[src/rtl/fan_ctrl_mc.sv]
// fan_ctrl_mc: multi-channel PI fan controller with time-multiplexed datapath, shared PWM counter and kick-start
module fan_ctrl_mc #(
  parameter int CHANNELS      = 4,
  parameter int ADC_BITWIDTH  = 8,
  parameter int COEF_BITWIDTH = 12,
  parameter int FRAC_BITWIDTH = 8,
  parameter int UPDATE_DIV    = 5000,
  parameter int KICK_PERIODS  = 4
) (
  input  logic                                 clk_i,
  input  logic                                 rst_i,
  input  logic                                 clk_en_i,
  input  logic [CHANNELS*ADC_BITWIDTH-1:0]     ADC_value_i,
  input  logic [CHANNELS*ADC_BITWIDTH-1:0]     SET_value_i,
  input  logic signed [COEF_BITWIDTH-1:0]      kp_i,
  input  logic signed [COEF_BITWIDTH-1:0]      ki_i,
  input  logic [CHANNELS-1:0]                  ch_enable_i,
  input  logic [ADC_BITWIDTH:0]                PWM_periodCounterValue_i,
  input  logic [ADC_BITWIDTH-1:0]              PWM_minCounterValue_i,
  output logic [CHANNELS-1:0]                  PWM_pin_o,
  output logic [CHANNELS*ADC_BITWIDTH-1:0]     duty_o,
  output logic                                 sweep_done_o
);
  localparam int W  = ADC_BITWIDTH;
  localparam int F  = FRAC_BITWIDTH;
  localparam int IW = W + F;
  localparam int AW = W + F + COEF_BITWIDTH + 3;
  localparam int UW = $clog2(UPDATE_DIV);
  localparam int CW = CHANNELS > 1 ? $clog2(CHANNELS) : 1;
  localparam int KW = KICK_PERIODS > 0 ? $clog2(KICK_PERIODS + 1) : 1;
  localparam logic [UW-1:0] UPD_LAST = UW'(UPDATE_DIV - 1);
  localparam logic [CW-1:0] CH_LAST = CW'(CHANNELS - 1);
  localparam logic [KW-1:0] KICK_LD = KW'(KICK_PERIODS);
  localparam logic signed [AW-1:0] IMAX = AW'({{W{1'b1}}, {F{1'b0}}});
  localparam logic signed [AW-1:0] DMAX = AW'({W{1'b1}});

  typedef enum logic [1:0] {IDLE, LOAD, CALC, WRITE} state_t;

  state_t                        st_q;
  logic [UW-1:0]                 upd_q;
  logic [CW-1:0]                 ch_q;
  logic signed [W:0]             err_q;
  logic                          en_q;
  logic                          done_q;
  logic [CHANNELS-1:0][IW-1:0]   integ_q;
  logic [CHANNELS-1:0][W-1:0]    duty_q;
  logic [CHANNELS-1:0][W-1:0]    shd_q;
  logic [CHANNELS-1:0][KW-1:0]   kick_q;
  logic [W:0]                    pcnt_q;
  logic [W:0]                    pcnt_d;
  logic [IW-1:0]                 integ_d;
  logic [W-1:0]                  duty_d;
  logic signed [AW-1:0]          err_x;
  logic signed [AW-1:0]          integ_x;
  logic signed [AW-1:0]          isum;
  logic signed [AW-1:0]          dsh;
  logic                          p_ok;
  logic                          wrap;

  // WRITE reads integ_q after CALC has stored the new integrator value
  always_comb begin
    err_x   = AW'(err_q);
    integ_x = AW'($signed({1'b0, integ_q[ch_q]}));
    isum    = integ_x + err_x * AW'(ki_i);
    dsh     = (err_x * AW'(kp_i) + integ_x) >>> F;
    integ_d = isum[AW-1] ? '0 : isum > IMAX ? IMAX[IW-1:0] : isum[IW-1:0];
    duty_d  = dsh[AW-1] ? '0 : dsh > DMAX ? '1 : dsh[W-1:0];
  end

  assign p_ok   = |PWM_periodCounterValue_i[W:1];
  assign pcnt_d = (!p_ok || pcnt_q >= PWM_periodCounterValue_i - 1'b1) ? '0 : pcnt_q + 1'b1;
  assign wrap   = pcnt_d == '0;

  always_ff @(posedge clk_i) begin
    if (rst_i) begin
      st_q    <= IDLE;
      upd_q   <= '0;
      ch_q    <= '0;
      err_q   <= '0;
      en_q    <= 1'b0;
      done_q  <= 1'b0;
      integ_q <= '0;
      duty_q  <= '0;
      shd_q   <= '0;
      kick_q  <= '0;
      pcnt_q  <= '0;
    end else if (clk_en_i) begin
      upd_q  <= upd_q == UPD_LAST ? '0 : upd_q + 1'b1;
      pcnt_q <= pcnt_d;
      done_q <= 1'b0;
      case (st_q)
        IDLE: if (upd_q == UPD_LAST) begin
          ch_q <= '0;
          st_q <= LOAD;
        end
        LOAD: begin
          err_q <= {1'b0, ADC_value_i[ch_q*W +: W]} - {1'b0, SET_value_i[ch_q*W +: W]};
          en_q  <= ch_enable_i[ch_q];
          st_q  <= CALC;
        end
        CALC: begin
          integ_q[ch_q] <= en_q ? integ_d : '0;
          st_q          <= WRITE;
        end
        WRITE: begin
          duty_q[ch_q] <= en_q ? duty_d : '0;
          done_q       <= ch_q == CH_LAST;
          st_q         <= ch_q == CH_LAST ? IDLE : LOAD;
          ch_q         <= ch_q + 1'b1;
        end
      endcase
      // shadows and kick counters advance only as the PWM counter enters 0
      if (wrap) for (int c = 0; c < CHANNELS; c++) begin
        shd_q[c]  <= duty_q[c];
        kick_q[c] <= duty_q[c] == '0 ? '0 : shd_q[c] == '0 ? KICK_LD :
                     kick_q[c] != '0 ? kick_q[c] - 1'b1 : '0;
      end
    end
  end

  for (genvar g = 0; g < CHANNELS; g++) begin : g_pwm
    logic [W-1:0] eff;
    assign eff = shd_q[g] == '0 ? '0 :
                 shd_q[g] < PWM_minCounterValue_i ? PWM_minCounterValue_i : shd_q[g];
    assign PWM_pin_o[g] = p_ok && (kick_q[g] != '0 || pcnt_q < {1'b0, eff});
  end

  assign duty_o       = duty_q;
  assign sweep_done_o = done_q;
endmodule
[config.mk]
export PLATFORM = sky130hd
export DESIGN_NAME = fan_ctrl_mc
export DESIGN_NICKNAME = d
export VERILOG_FILES = /design/src/rtl/fan_ctrl_mc.sv
export SDC_FILE = /design/constraint.sdc
export NUM_CORES = 1
export LEC_CHECK = 0
export CORE_MARGIN = 2
export CORE_UTILIZATION = 35
export CTS_BUF_LIST = sky130_fd_sc_hd__clkbuf_4
export DETAILED_ROUTE_END_ITERATION = 7
export DONT_BUFFER_PORTS = 1
export PLACE_DENSITY = 0.53
export SLEW_MARGIN = 15
export SYNTH_ARGS = -nofsm -noshare
export SYNTH_HDL_FRONTEND = slang
export SYNTH_SLANG_ARGS = --single-unit
[constraint.sdc]
create_clock -name clk_i -period 11.1 [get_ports clk_i]
set_clock_uncertainty 0.1 [all_clocks]
set_input_delay 2.775 -clock clk_i [delete_from_list [all_inputs] [get_ports clk_i]]
set_output_delay 2.775 -clock clk_i [all_outputs]
set_load 0.02 [all_outputs]
==> results.md, run 1 <==
- Antenna violations before repair: 2
- Fill count: around 5,700
- Core footprint: approximately 0.055 mm²
- Top fanout value on the critical path: 15
- Met2 Usage GRT: 32.05%
- Placed Instances: 2,939
- CTS clk-pin slew, worst paths: ~0.15 ns
- Number of standard cells after synthesis: around 2,300
- Syn_nets: between 2,000 and 3,000
- Series of cell instances along the critical path: inv_1 > ha_1 > a21o_1 > a21oi_1 > o21ai_0 > o41a_1 > o21ai_0 > nand2_1 > ha_1 > a21oi_1 > nor2b_1 > o21ai_0 > nand2b_1 > a21oi_1 > nor2b_1 > o21ai_0 > nand3_1 > a21oi_1
- Result of the run: completed
- Global Route met1 Usage: around 25%
- Worst R2R End: integ_q[54]
- Post-synthesis sequential element count: approximately 180
- Fin worst setup slack: about 1.9 ns
- Setup repair bufs after CTS: 0
- Critical Path Source: PWM_minCounterValue_i[1]
- Final Cell Area: around 0.020 mm²
- ANT nets after route: 0
- Slew at the pin closest to its max-slew limit: roughly 1.1 ns
- R2r worst-path depth: 21
- Cell area after technology mapping: about 0.019 mm²
- Maximum resistive drop on vdd: ~0.000047 V
- Routability cong.: a little under 0.9
- Synth Warn #: 0
- Power per standard cell area: between 50 and 60 mW/mm²
- Total setup violations reported at the end of the flow: 0
- Final worst path period share: a little over 80%
- Met3 layer usage reported by global route: 2.397%
- Post-CTS Resized: 0
- Multi-input gate area: about 0.014 mm²
- Clock tree from TritonCTS: done
- Post-detailed-route DRC marker count: 0
- Per-instance average area after synthesis: 8.510 µm²
- Unrepaired setup endpoints after global routing: false
- Setup crit end: PWM_pin_o[2]
- Count of vias placed by the detailed router: about 15,000
- Die Wd: 239.5 µm
- Worst hold slack across all endpoints: between 0.3 and 0.4 ns
- Max-Slew Margin vs Limit: about 29%
- Largest stage delay, worst path: 0.50 ns
- Critical path type: in -> out
- Non-filler instance count after layout: 2,972
- All-layer global routing usage: 18.47%
- Data required time of the critical path: between 8 and 9 ns
- Setup tns final: 0 ns
- Number of nets in the layout: between 2,000 and 3,000
- Quantity of I/O buffers inserted on ports: 0
- Worst-case clock buffer depth: 2
- DPL Wire Length: 40,020 µm
- Area of the die: around 0.057 mm²
- Wire length of the first global-routing pass: approximately 84,000 µm
- Max frequency: 109.2 MHz
- Count of distinct cell types in the synthesized netlist: between 70 and 80
- Buffers & Inverters on Critical Path: 1
- Total placed instance area: roughly 0.02 mm²
- Number of iterations in the first detailed-routing pass: 5
- WP depth: 18
- Busiest layer in global routing: met2
- Count of pins over their slew limit: 0
- Top Ports: 149
- Static power due to leakage: 9.306 nW
- Clock insertion delay at the later pin of the skew report: 0.64 ns
- Gate family responsible for the most delay along the worst path: compound AO/OA/AOI/OAI gates
- Min-delay src: integ_q[63]
- Max cap viols: 0
- WL per Instance: between 15 and 20 µm
- Post-placement setup slack: approximately 1.6 ns
- Crit path time final: just over 9 ns
- FF-to-FF Start: err_q[8]
- Total grt overflow: 0
- Critical-path top delay cell: o41a_1
- Ys flop type: dfxtp_1
- Flop-to-flop setup slack: 3.32 ns
- Register Area: roughly 0.0035 mm²
- Pin count of the biggest net entering global routing: between 100 and 150
- Worst setup SP type: input pin
- Vias per cell: ~5.1
- Area growth, synth to finish: 4.712%
- Fraction of layout cells with a size suffix above 1: approximately 4.8%
- Post-synthesis sequential area ratio: about 18%
- Number of buffers inserted during clock tree synthesis: 17
- Via count of the first global-routing pass: around 15,000
- Post-synth ARST share: 0%
- H-tree level count: 4
- CTS Hold Buffers Added: 0
- Std-Cell Rows: 86
- Clock sink count: 177
- Number of enable flip-flop cells after synthesis: 0
- Number of failing hold endpoints at the final stage: 0
- WP data arrival: 6.28 ns
- Iteration-0 DRC Markers: 847
- Clock tree root buffer cell: clkbuf_4
- Starting Density: 35.30%
- Hold WC Path Type: reg -> reg
- Type of destination of the critical path: output pin
- Final WL: 51,870 µm
- Y dimension of the die: 239.5 µm
==> kinds of logic (layout without fill, tap and decap cells) <==
| group | count (synthesis) | count (layout) | synth area share, % |
|---|---|---|---|
| AND/OR/NAND/NOR | 773 | 773 | 19.22 |
| buffers and inverters | 440 | 382 | 8.670 |
| adder cells (fa/ha/maj) | 414 | 414 | 34.96 |
| AO/OA/AOI/OAI | 378 | 378 | 12.00 |
| flip-flops | 177 | 177 | 18.25 |
| XOR/XNOR | 59 | 59 | 2.701 |
| multiplexers | 40 | 40 | 4.196 |
| other | 0 | 1 | 0 |
==> sequential cells by signal, indices dropped and copies added (netlist names) <==
register and flops:
st_q 2, err_q 9, sweep_done_o 1, ch_q 2
pcnt_q 9, shd_q 32, en_q 1, kick_q 12
upd_q 13, duty_o 32, integ_q 64
==> final cells by class <==
type	count	share of cell area [%]
inverter	336	6.205
clock buffer	17	0.6279
antenna	1	0.01231
clock inverter	15	0.7756
tap	748	4.605
multi-input combinational	1664	69.81
sequential	177	17.45
timing repair buffer	14	0.5171
==> worst register-to-register path: cells and delay by family (launching register included) <==
kind                       cells  cell delay, ns
and+or+nand+nor                3            1.36
adders and majority gates      6            3.04
AOI/OAI and AO/OA              6            1.77
buffers and inverters          6            1.05
DFF                            1            0.36
==> cell usage in the layout, fill, tap and decap left out, types with 8 or more instances in the layout <==
master and n:
ha_1 200, o21a_1 8, nor3_1 15, a21oi_1 114
xnor2_1 35, a21o_1 18, mux4_2 33, nor2_1 88
inv_1 336, and2_1 66, o31ai_1 14, nor4_1 21
nor2b_1 18, nand2b_1 40, xor2_1 23, a31oi_1 10
clkbuf_4 17, nand3_1 31, fa_1 214, and3_1 24
nand3b_1 33, or4_1 11, o21ai_0 142, buf_4 14
nand4_1 18, nand2_1 377, o41ai_1 13, dfxtp_1 175
==> metal layers <==
metal | share of wire [%] | up-vias
met2 | 48 | 357
li1 | - | 7352
met1 | 47 | 7526
met4 | 1.2 | 0
met5 | 0 | -
met3 | 4.6 | 32
==> worst min path at each step <==
stage | cells after the start | slack, ns | to
4_1_cts | 2 | 0.37 | integ_q[43]
5_1_grt | 2 | 0.39 | kick_q[5]
3_3_place_gp | 2 | 0.33 | integ_q[43]
3_5_place_dp | 2 | 0.34 | integ_q[43]
2_1_floorplan | 2 | 0.32 | integ_q[30]
6_report | 2 | 0.37 | integ_q[63]
==> synth_stat cells, drive strengths merged (4+ instances only) <==
cell       n  area [µm²]
ha       200        2502
o31a       4       35.03
inv      336        1261
nand3     31       155.2
a211o      5       43.79
and3      24       150.1
nand3b    34       259.0
a21o      18       135.1
dfxtp    177        3543
buf       10       68.81
o41a       4       45.04
xnor2     36       322.8
nor3b      5       37.54
a21boi     4       30.03
mux4      33       743.2
o41ai     17       178.9
nor2      88       330.3
nand4     18       112.6
clkbuf    94       352.8
or4       11       82.58
mux2i      6       60.06
xor2      23       201.4
o211ai     7       57.55
or2        4       25.02
o21a       8       60.06
and2      66       412.9
nor4      22       143.9
nor2b     18       112.6
a21oi    115       579.3
o31ai     15       117.6
a31oi     10       62.56
or3b       7       61.31
o21ai    143       715.7
nand2    377        1415
o2111ai    5       61.31
fa       214        4284
nand2b    40       250.2
nor3      15       75.07
a211oi     5       37.54
==> power breakdown <==
part | internal, mW | switching, mW
Combinational | 0.0301 | 0.0414
Sequential | 0.637 | 0.00274
Clock | 0.106 | 0.276
Total | 0.773 | 0.320
==> stage by stage <==
step / utilization (%) / power [mW]
2_1_floorplan: - / 0.7220
3_3_place_gp: 36.44 / 0.7233
3_5_place_dp: 36.44 / 0.7243
4_1_cts: 36.96 / 1.104
5_1_grt: 36.97 / 1.138
6_report: 36.97 / 1.093
Note: power is estimated with default switching activity, not from simulation.
==> inputs of run 2 (changes only) <==
==> constraint.sdc (replaced) <==
create_clock -name clk_i -period 9.3 [get_ports clk_i]
set_clock_uncertainty 0.1 [all_clocks]
set_input_delay 2.325 -clock clk_i [delete_from_list [all_inputs] [get_ports clk_i]]
set_output_delay 2.325 -clock clk_i [all_outputs]
set_load 0.02 [all_outputs]
==> results.md, run 2 (synthesis results as in run 1) <==
- Clock sink count: around 180
- H-tree level count: 4
- Fraction of layout cells with a size suffix above 1: just under 5%
- Final Cell Area: roughly 0.020 mm²
- Area growth, synth to finish: 4.847%
- Area of the die: ~0.057 mm²
- Setup crit end: PWM_pin_o[0]
- Via count of the first global-routing pass: ~16,000
- Post-CTS Resized: 0
- Slew at the pin closest to its max-slew limit: 1.147 ns
- Fill count: 5,696
- Routability cong.: ~0.9
- DPL Wire Length: roughly 41,000 µm
- Hold WC Path Type: reg -> reg
- Max frequency: 121.2 MHz
- Final worst path period share: between 80 and 90%
- Static power due to leakage: ~9.3 nW
- Most common cell after layout, fill and taps aside: nand2_1
- Critical path type: in -> out
- Total placed instance area: roughly 0.02 mm²
- Multi-input gate area: 0.01419 mm²
- Number of nets in the layout: between 2,000 and 3,000
- Result of the run: completed
- Die Wd: approximately 240 µm
- Pin count of the biggest net entering global routing: roughly 140
- WL per Instance: 17.47 µm
- Data required time of the critical path: slightly below 7 ns
- Antenna violations before repair: 1
- CTS Hold Buffers Added: 0
- Final WL: 51,940 µm
- Flip-flop count of the largest register, all copies and words added: 64
- Std-Cell Rows: 86
- Register Area: between 0.003 and 0.004 mm²
- Unrepaired setup endpoints after global routing: false
- Setup repair bufs after CTS: 0
- CTS clk-pin slew, worst paths: ~0.15 ns
- Number of iterations in the first detailed-routing pass: 5
- Max-Slew Margin vs Limit: around a quarter
- Post-detailed-route DRC marker count: 0
- Top Ports: 149
- Quantity of I/O buffers inserted on ports: 0
- Flop-to-flop setup slack: 1.82 ns
- WP data arrival: 5.82 ns
- Register ranked first by flip-flop count: integ_q
- Worst setup SP type: input pin
- Worst-case clock buffer depth: 2
- Crit path time final: approximately 8.2 ns
- Number of buffers inserted during clock tree synthesis: 17
- Wire length of the first global-routing pass: about 84,000 µm
- Max cap viols: 0
- Core footprint: approximately 0.055 mm²
- Type of destination of the critical path: output pin
- Clock insertion delay at the later pin of the skew report: 0.62 ns
- Number of failing hold endpoints at the final stage: 0
- Top fanout value on the critical path: 15
- Total grt overflow: 0
- Vias per cell: ~5.2
- Y dimension of the die: around 240 µm
- Starting Density: between 30% and 40%
- FF-to-FF Start: err_q[0]
- Clock tree from TritonCTS: done
- Worst R2R End: integ_q[54]
- Maximum resistive drop on vdd: approximately 0.000056 V
- All-layer global routing usage: about 19%
- Critical Path Source: PWM_minCounterValue_i[4]
- Clock tree root buffer cell: clkbuf_4
- Count of vias placed by the detailed router: ~15,000
- Setup tns final: 0 ns
- Iteration-0 DRC Markers: between 900 and 1,000
- R2r worst-path depth: 23
- Total setup violations reported at the end of the flow: 0
- Count of pins over their slew limit: 0
- Highest-count cells in the layout ignoring fill and taps: 377 x nand2_1, 336 x inv_1, 214 x fa_1
- Power per standard cell area: approximately 65 mW/mm²
- ANT nets after route: 0
run 2: changes by cell type in the layout (fill, tap and decap cells not counted):
| cell | change |
|---|---|
| buf_4 | +2 |
| inv_8 | -2 |
| bufinv_16 | +1 |
| clkbuf_4 | +1 |
| clkinv_2 | -1 |
| clkinv_4 | +1 |
| inv_12 | -1 |
| inv_6 | +1 |
run 2: power by group:
part	switching, mW	total, mW	leakage [nW]	internal (mW)
logic	0.0502	0.0863	7.73	0.0361
registers	0.00323	0.764	1.43	0.760
clock network	0.316	0.467	0.163	0.151
total	0.369	1.32	9.32	0.948
run 2: cell type report:
type	instances	share of cell area [%]
antenna	1	0.01230
clock buffer	18	0.6640
clock inverter	14	0.7931
inverter	336	6.197
multi-input combinational	1664	69.72
sequential	177	17.42
tap	748	4.599
timing repair buffer	16	0.5902
run 2: worst max-delay path, stage by stage:
cell,delay (ns)
inv_1,0.32
ha_1,0.32
and2_1,0.16
o21ai_0,0.12
o21ai_0,0.12
o41a_1,0.51
o21ai_0,0.23
nand2_1,0.09
ha_1,0.33
a21oi_1,0.14
nor2b_1,0.05
o21ai_0,0.14
nand2b_1,0.07
a21oi_1,0.15
nor2b_1,0.06
o21ai_0,0.13
nand3_1,0.10
a21oi_1,0.45
run 2: per-stage QoR:
step                      power [mW]  utilization [%]  instances  hold WS [ns]  setup slack (ns)
after global placement        0.8643            36.47       2941        0.3296            0.7799
final                          1.317            37.01       2974        0.3655             1.051
after floorplan               0.8617                -       2281        0.3198            0.7804
after detailed placement      0.8655            36.47       2941        0.3369            0.6395
after global routing           1.372            37.01       2974        0.3946            0.7679
after CTS                      1.333            37.01       2973        0.3707             1.038
run 2: layer usage:
metal / part of all wire [%] / global-route usage, %
met5: 0 / 0
met4: 2.1 / 5.398
met1: 46 / 24.63
met3: 5.6 / 2.593
met2: 47 / 31.30
run 2: worst min-delay path by stage:
stage	from	to	depth (start not counted)
floorplan	integ_q[30]	integ_q[30]	2
CTS	integ_q[59]	integ_q[59]	2
global route	integ_q[41]	integ_q[41]	2
detailed placement	integ_q[59]	integ_q[59]	2
finish	integ_q[59]	integ_q[59]	2
global placement	integ_q[40]	integ_q[40]	2
